### config.mk
export PLATFORM = sky130hd
export DESIGN_NAME = mac_accum_wave_16
export DESIGN_NICKNAME = d
export VERILOG_FILES = /design/src/rtl/wave_pkg.sv /design/src/rtl/sat_add.sv /design/src/rtl/mac_accum_wave_16.sv
export SDC_FILE = /design/constraint.sdc
export NUM_CORES = 1
export LEC_CHECK = 0
export ABC_AREA = 1
export CORE_UTILIZATION = 50
export DETAILED_ROUTE_END_ITERATION = 6
export PLACE_DENSITY_LB_ADDON = 0.25
export SKIP_LAST_GASP = 1
export SLEW_MARGIN = 30
export SYNTH_ARGS = -nofsm -noshare
export SYNTH_HDL_FRONTEND = slang
export SYNTH_SLANG_ARGS = --single-unit
export TNS_END_PERCENT = 20
### constraint.sdc
create_clock -name clk -period 3 [get_ports clk]
set_input_delay 0.3 -clock clk [delete_from_list [all_inputs] [get_ports clk]]
set_output_delay 0.3 -clock clk [all_outputs]
set_load 0.1 [all_outputs]
### src/rtl/wave_pkg.sv
// Shared widths and state encoding for the Wave MAC output accumulator.
package wave_pkg;

  localparam int DATA_WIDTH   = 8;
  localparam int PSUM_WIDTH   = DATA_WIDTH + 11;
  localparam int ACC_WIDTH    = DATA_WIDTH + 16;
  localparam int RESULT_WIDTH = 3 * DATA_WIDTH;

  typedef enum logic [0:0] {
    IDLE  = 1'b0,
    ACCUM = 1'b1
  } acc_state_t;

endpackage

### src/rtl/sat_add.sv
// Signed add of two differently sized operands into OUT_W bits, either wrapping
// or clamping to the signed range of OUT_W (SAT=1), with a clamp flag.
module sat_add #(
  parameter int A_W   = 24,
  parameter int B_W   = 19,
  parameter int OUT_W = 24,
  parameter bit SAT   = 1'b0
) (
  input  logic signed [A_W-1:0]   a,
  input  logic signed [B_W-1:0]   b,
  output logic signed [OUT_W-1:0] sum,
  output logic                    ovf
);

  localparam int SUM_W = ((A_W > B_W) ? A_W : B_W) + 1;
  localparam int EXT_W = (SUM_W > OUT_W) ? SUM_W : OUT_W;

  logic signed [EXT_W-1:0] a_ext_s;
  logic signed [EXT_W-1:0] b_ext_s;
  logic signed [EXT_W-1:0] full_s;

  assign a_ext_s = EXT_W'(a);
  assign b_ext_s = EXT_W'(b);
  assign full_s  = a_ext_s + b_ext_s;

  generate
    if (SAT) begin : g_sat
      localparam logic signed [EXT_W-1:0] MAX_V = {{(EXT_W-OUT_W+1){1'b0}}, {(OUT_W-1){1'b1}}};
      localparam logic signed [EXT_W-1:0] MIN_V = {{(EXT_W-OUT_W+1){1'b1}}, {(OUT_W-1){1'b0}}};

      // Clamp the exact sum into the output range.
      always_comb begin
        sum = full_s[OUT_W-1:0];
        ovf = 1'b0;
        if (full_s > MAX_V) begin
          sum = MAX_V[OUT_W-1:0];
          ovf = 1'b1;
        end else if (full_s < MIN_V) begin
          sum = MIN_V[OUT_W-1:0];
          ovf = 1'b1;
        end else begin
          sum = full_s[OUT_W-1:0];
          ovf = 1'b0;
        end
      end
    end else begin : g_wrap
      logic unused_hi_s;
      assign unused_hi_s = ^full_s;
      assign sum = full_s[OUT_W-1:0];
      assign ovf = 1'b0;
    end
  endgenerate

endmodule

### src/rtl/mac_accum_wave_16.sv
// Group accumulator behind the 16-lane bit-serial Wave MAC with valid/ready result port.
// Define ACCUM_SAT_EN for saturating adds/narrowing and a sticky out_ovf flag.
module mac_accum_wave_16
  import wave_pkg::*;
(
  input  logic                           clk,
  input  logic                           reset,
  input  logic                           in_valid,
  output logic                           in_ready,
  input  logic signed [PSUM_WIDTH-1:0]   in_psum,
  input  logic                           in_first,
  input  logic                           in_last,
  input  logic                           load_accum,
  input  logic signed [ACC_WIDTH-1:0]    accum_prev,
  output logic                           out_valid,
  input  logic                           out_ready,
  output logic signed [RESULT_WIDTH-1:0] out_result,
  output logic                           out_ovf
);

`ifdef ACCUM_SAT_EN
  localparam bit SAT = 1'b1;
`else
  localparam bit SAT = 1'b0;
`endif

  acc_state_t                    state_q, state_d;
  logic signed [ACC_WIDTH-1:0]   acc_q, acc_d;
  logic                          out_valid_q, out_valid_d;
  logic signed [RESULT_WIDTH-1:0] out_result_q, out_result_d;

  logic                          in_fire_s;
  logic                          start_s;
  logic signed [ACC_WIDTH-1:0]   addend_s;
  logic signed [ACC_WIDTH-1:0]   sum_s;
  logic signed [RESULT_WIDTH-1:0] narrow_s;
  logic                          ovf_acc_s;
  logic                          ovf_nar_s;

  assign in_ready  = !out_valid_q || out_ready;
  assign in_fire_s = in_valid && in_ready;
  assign start_s   = (state_q == IDLE) || in_first;

  // Start beats replace the running sum with the seed (or zero).
  always_comb begin
    if (start_s) begin
      if (load_accum) begin
        addend_s = accum_prev;
      end else begin
        addend_s = {ACC_WIDTH{1'b0}};
      end
    end else begin
      addend_s = acc_q;
    end
  end

  sat_add #(
    .A_W   (ACC_WIDTH),
    .B_W   (PSUM_WIDTH),
    .OUT_W (ACC_WIDTH),
    .SAT   (SAT)
  ) u_acc_add (
    .a   (addend_s),
    .b   (in_psum),
    .sum (sum_s),
    .ovf (ovf_acc_s)
  );

  // Adding zero turns the adder into the narrowing clamp.
  sat_add #(
    .A_W   (ACC_WIDTH),
    .B_W   (1),
    .OUT_W (RESULT_WIDTH),
    .SAT   (SAT)
  ) u_narrow (
    .a   (sum_s),
    .b   (1'sb0),
    .sum (narrow_s),
    .ovf (ovf_nar_s)
  );

  // Group sequencing and result hand-off.
  always_comb begin
    state_d      = state_q;
    acc_d        = acc_q;
    out_valid_d  = out_valid_q;
    out_result_d = out_result_q;
    if (in_fire_s) begin
      if (in_last) begin
        state_d      = IDLE;
        acc_d        = {ACC_WIDTH{1'b0}};
        out_valid_d  = 1'b1;
        out_result_d = narrow_s;
      end else begin
        state_d = ACCUM;
        acc_d   = sum_s;
        if (out_valid_q && out_ready) begin
          out_valid_d = 1'b0;
        end else begin
          out_valid_d = out_valid_q;
        end
      end
    end else begin
      if (out_valid_q && out_ready) begin
        out_valid_d = 1'b0;
      end else begin
        out_valid_d = out_valid_q;
      end
    end
  end

  // State and result registers.
  always_ff @(posedge clk or posedge reset) begin
    if (reset) begin
      state_q      <= IDLE;
      acc_q        <= {ACC_WIDTH{1'b0}};
      out_valid_q  <= 1'b0;
      out_result_q <= {RESULT_WIDTH{1'b0}};
    end else begin
      state_q      <= state_d;
      acc_q        <= acc_d;
      out_valid_q  <= out_valid_d;
      out_result_q <= out_result_d;
    end
  end

  assign out_valid  = out_valid_q;
  assign out_result = out_result_q;

`ifdef ACCUM_SAT_EN
  logic grp_ovf_q, grp_ovf_d;
  logic out_ovf_q, out_ovf_d;
  logic run_ovf_s;

  // Overflow is sticky within a group and cleared by its start beat.
  always_comb begin
    if (start_s) begin
      run_ovf_s = ovf_acc_s;
    end else begin
      run_ovf_s = grp_ovf_q | ovf_acc_s;
    end
    grp_ovf_d = grp_ovf_q;
    out_ovf_d = out_ovf_q;
    if (in_fire_s) begin
      if (in_last) begin
        grp_ovf_d = 1'b0;
        out_ovf_d = run_ovf_s | ovf_nar_s;
      end else begin
        grp_ovf_d = run_ovf_s;
      end
    end else begin
      grp_ovf_d = grp_ovf_q;
    end
  end

  // Overflow flag registers.
  always_ff @(posedge clk or posedge reset) begin
    if (reset) begin
      grp_ovf_q <= 1'b0;
      out_ovf_q <= 1'b0;
    end else begin
      grp_ovf_q <= grp_ovf_d;
      out_ovf_q <= out_ovf_d;
    end
  end

  assign out_ovf = out_ovf_q;
`else
  logic unused_ovf_s;
  assign unused_ovf_s = ovf_acc_s | ovf_nar_s;
  assign out_ovf      = 1'b0;
`endif

endmodule

# [Word-level counts from Yosys, hierarchy flattened]
# Cells that the tools add are included.
[totals] output_inout_bits=27 romBits=0 memories=0 register_bits=50 ram_bits=0 latchBits=0
[classes] n_shift=0 n_eq_ne=0 n_mux=7 mul=0 n_reduce_logical=6 n_div=0 order_cmp=0 n_bitwise=1 n_addsub=1
[op_table] op="2-to-1 mux 24 bit" count=3
[op_table] op="adder 24 x 19 -> 24 bit" count=1
[op_table] op="2-to-1 mux 1 bit" count=4
[op_table] op="logical AND 1 bit" count=2
[op_table] op="logical OR 1 bit" count=2
[op_table] op="AND reduction 2 bit" count=1
[op_table] op="zero test 1 bit" count=1
[op_table] op="inverter 1 bit" count=1

# [Logic depth before layout (Yosys ltp)]
[depth] ltp_word=5 ltp_mapped=18

# [Hierarchy]
# Synthesis repeated with hierarchy kept, for this count alone.
[hier_totals] hier_cells=1009 hier_area_um2=6027.0
[by_module_without_submodules] mod="mac_accum_wave_16" cells_per_inst=305 n_inst=1 seq_area_each_um2=1251.2 area_each_um2=2519.9
[by_module_without_submodules] mod="sat_add at u_acc_add" cells_per_inst=356 n_inst=1 seq_area_each_um2=0.0 area_each_um2=1775.5
[by_module_without_submodules] mod="sat_add at u_narrow" cells_per_inst=348 n_inst=1 seq_area_each_um2=0.0 area_each_um2=1731.7

# [Worst setup path before layout]
# OpenSTA, ideal clock, no wires.
[synth_path] path_kind="register to register" start="register out_valid_q, in the netlist out_valid" end="register out_result_q[8], in the netlist out_result[8]" slack_ns=0.341 synth_period_minus_slack_ns=2.659 n_path_buf=1 stages_incl_launch_ff=8 arrival_time_ns=2.576 cell_sequence="dfrtp_1 -> nand2_1 -> nand2_4 -> nor2_8 -> inv_2 -> buf_2 -> nand2_1 -> o21ai_0"
[synth_between] elab_chain_len=4
[synth_lines] element="from (decl)" line_no="mac_accum_wave_16.sv:29" source="logic out_valid_q, out_valid_d;"
[synth_lines] element="from (signal assigned)" line_no="mac_accum_wave_16.sv:122" source="out_valid_q <= out_valid_d;"
[synth_lines] element="zero test 1 bit" line_no="mac_accum_wave_16.sv:40" source="assign in_ready = !out_valid_q || out_ready;"
[synth_lines] element="logical OR 1 bit" line_no="mac_accum_wave_16.sv:40"
[synth_lines] element="named net in_ready" line_no="mac_accum_wave_16.sv:9" source="output logic in_ready,"
[synth_lines] element="logical AND 1 bit" line_no="mac_accum_wave_16.sv:41" source="assign in_fire_s = in_valid && in_ready;"
[synth_lines] element="AND reduction 2 bit (no source line)"
[synth_lines] element="to (signal assigned)" line_no="mac_accum_wave_16.sv:118" source="out_result_q <= {RESULT_WIDTH{1'b0}};"
[synth_lines] element="to (signal assigned)" line_no="mac_accum_wave_16.sv:123" source="out_result_q <= out_result_d;"
[synth_lines] element="to (decl)" line_no="mac_accum_wave_16.sv:30" source="logic signed [RESULT_WIDTH-1:0] out_result_q, out_result_d;"
# The timed path passes the listed nets, and every way through them passes these cells.
# A chain may end at the register's enable or synchronous reset.

# [Worst setup path in the final report]
[layout_path] start="input port in_first" end="register out_result_q[20], in the netlist out_result[20]"
[layout_between] elab_chain_len=3
[layout_lines] element="from (decl)" line_no="mac_accum_wave_16.sv:11" source="input logic in_first,"
[layout_lines] element="logical OR 1 bit" line_no="mac_accum_wave_16.sv:42" source="assign start_s = (state_q == IDLE) || in_first;"
[layout_lines] element="2-to-1 mux 24 bit" line_no="mac_accum_wave_16.sv:46" source="if (start_s) begin"
[layout_lines] element="adder 24 x 19 -> 24 bit" line_no="sat_add.sv:24" source="assign full_s = a_ext_s + b_ext_s;"
# Every way passes these cells.

==> metrics <==
slowest stage delay, CP=between 0.4 and 0.5 ns; Detail Route Antenna Nets=0; slowest stage cell, crit path=clkdlybuf4s50_1; reg2reg start=state_q; arrival time worst endpoint=2.80 ns; cell area after synthesis=approximately 0.004 mm²; post_cts resized=0; Setup Fix Bufs, Post-CTS=0; FFs w/ async S/R, synth=100%; Worst Path Required=3.21 ns; routed len/inst=14.7 µm; die area=roughly 0.0084 mm²; worst skew pair latency=0.32 ns; layout cells sized above 1=8.73%; Power Density=between 600 and 700 mW/mm²; port bufs=75; num ports=a little under 80; Vias per Instance=5.15; Seq/Total Area, Yosys=31.2%; Worst-path clk slew=0.10 ns; DRC viols=0; grt total ovfl=0; std cell rows=32; Hold Crit Class=input port to asynchronous set/reset pin; TritonCTS clock tree=yes; Warnings, synthesis=0; Post-synth EDFFs=0; CTS sink cnt=50; CTS Buf Count=5; FMAX=0.386 GHz; WP buf/inv=5; RSZ-0062 raised after global routing=no; R2R setup slack=approximately 0.48 ns; Max clock buf depth=2; CP top delay family=simple AND/OR/NAND/NOR gates; final wirelength=about 12000 µm; Setup crit start kind=input port; met2 WL=between 5000 and 6000 µm; Setup TNS=0 ns; M1 WL=5470 µm; Slew headroom=35.4%; initial antenna violation count=0; DP HPWL=between 9000 and 10000 µm; Setup CP Type=input port to flop; Placer Congestion=0.915; Final Cycle Share=between 80% and 90%; metal3 WL=roughly 670 µm; clk root buf=clkbuf_8; worst path cell trace=clkdlybuf4s50_1 > inv_1 > nand2_1 > buf_12 > inv_2 > nand2_1 > nand2_1 > ha_1 > nand2_1 > nor2_1 > inv_1 > nor2_1 > nand3_1 > nand3_1 > nand2_1 > nand3_1 > nand2_1; Initial Utilization=between 50 and 60%; Worst setup EP type=flop; # setup viols final=0; Slew @ Worst Pin=around 0.97 ns; top_reg_cell synth=dfrtp_1; cell repeated most along the worst path=nand2_1; post-route minimum period=~2.6 ns; via count=between 4000 and 5000; worst-path fanout max=39; max_cap viols=0; drt first pass iters=5; Area Overhead vs Synth=22.9%; pre-CTS WS=just under 0.1 ns; Nets=between 700 and 800; Synth Net Count=about 700; Post-Synthesis Cells=between 600 and 700; R2R depth=15; final worst slack=roughly 0.41 ns; htree depth=2; mean cell area of the mapped netlist=6.44 µm²; Max VDD drop=slightly below 0.0005 V; vias in the first global route=4067; outcome=finished clean; first-pass GRT wire length=between 15000 and 20000 µm; die width=between 90 and 100 µm; DR top layer=met4; post-synthesis cell type count=31; core area=between 0.007 and 0.008 mm²; gr usage total=between 20% and 30%; FILL cells=730; Reg-to-Reg End=out_result[20]; Antenna diodes=0; leakage power=0.00273 µW; clk_skew=0.0116 ns; largest net degree at the start of global routing=40; die height=slightly above 90 µm; CTS Hold Bufs=0; Slew Limit Fails=0; Hold Vio Cnt, Final=0; register bit count reported by yosys=50; drt first-iter violations=230
## power breakdown
group          total (µW)  internal [µW]  switching [µW]
Sequential            891            818            73.4
Clock                 589            335             255
Combinational        1640            420            1220
## area by class of cell
type	instances	area [µm²]	share of cell area (%)
clock buffer	5	68.8	1.39
clock inverter	3	68.8	1.39
inverter	100	375	7.61
multi-input combinational	460	2300	46.6
sequential	50	1250	25.4
tap	102	128	2.59
timing repair buffer	81	746	15.1
## layout by cell type (no fill, tap or decap), types with 3 or more instances in the layout
cell             instances
inv_2                    4
nand2_1                247
nor2_1                  25
o22ai_1                  6
a21oi_1                 10
ha_1                    24
nand4_1                  6
o21ai_0                 21
inv_1                   96
nor2_4                   6
clkbuf_8                 5
clkdlybuf4s50_1         50
nand3_1                 72
dfrtp_1                 50
o21ai_1                  7
nand2_2                  7
nand3b_1                 8
buf_4                   30
xor2_1                   5
or2_1                    3
## stage by stage
| stage | area [µm²] | total power, µW | hold slack [ns] | util [%] | cells |
|---|---|---|---|---|---|
| floorplan | 4020 | 2130 | 0.449 | - | 624 |
| global placement | 4800 | 2510 | 0.464 | 61.8 | 793 |
| detailed placement | 4800 | 2530 | 0.466 | 61.8 | 793 |
| CTS | 4930 | 3120 | 0.363 | 63.5 | 801 |
| global route | 4930 | 3280 | 0.432 | 63.5 | 801 |
| finish | 4930 | 3120 | 0.356 | 63.5 | 801 |
## routing by layer
metal	up-vias	track usage [%]
met3	12	4.31
met4	0	7.01
li1	2083	-
met2	144	50.6
met1	1884	40.3
met5	-	0
## cell usage after synthesis, types with 2 or more instances
| master | count | area [µm²] |
|---|---|---|
| o21ai_1 | 7 | 35.0 |
| clkbuf_8 | 2 | 27.5 |
| buf_2 | 7 | 35.0 |
| nand2_2 | 7 | 43.8 |
| nor3_1 | 2 | 10.0 |
| nand3b_1 | 8 | 60.1 |
| nand4_1 | 6 | 37.5 |
| o22ai_1 | 6 | 37.5 |
| nor2_4 | 6 | 67.6 |
| nand3_1 | 72 | 360 |
| nor2_2 | 2 | 12.5 |
| or2_1 | 3 | 18.8 |
| a21oi_1 | 10 | 50.1 |
| clkbuf_1 | 3 | 11.3 |
| ha_1 | 24 | 300 |
| xor2_1 | 5 | 43.8 |
| o21ai_0 | 21 | 105 |
| inv_1 | 97 | 364 |
| nor2_1 | 25 | 93.8 |
| xnor2_1 | 2 | 17.5 |
| and2_1 | 2 | 12.5 |
| inv_2 | 3 | 11.3 |
| dfrtp_1 | 50 | 1250 |
| nand2_1 | 247 | 927 |
## state kept, by name (all words and copies together) (netlist names)
signal and flops:
out_result 24, state_q 1, acc_q 24, out_valid 1
## cell families after synthesis
family,count (synthesis),synth area share [%]
other cells,1,0.0934
simple gates,382,41.7
compound gates,45,5.89
buf+inv,114,11.7
xor+xnor,7,1.53
fa+ha+maj,25,7.98
flops,50,31.2
## how the worst max path moves through the flow
| stage | start | endpoint | slack [ns] | depth (start not counted) |
|---|---|---|---|---|
| final | in_first | out_result[20] | 0.41 | 17 |
| after CTS | in_first | out_result[20] | 0.40 | 17 |
| after global placement | in_first | acc_q[20] | 0.1 | 17 |
| after detailed placement | in_first | out_result[20] | 0.1 | 17 |
| after global routing | in_first | out_result[20] | 0.19 | 17 |
| after floorplan | out_valid | out_result[8] | 0.34 | 7 |
No activity file was read; power rests on OpenSTA's default activity.
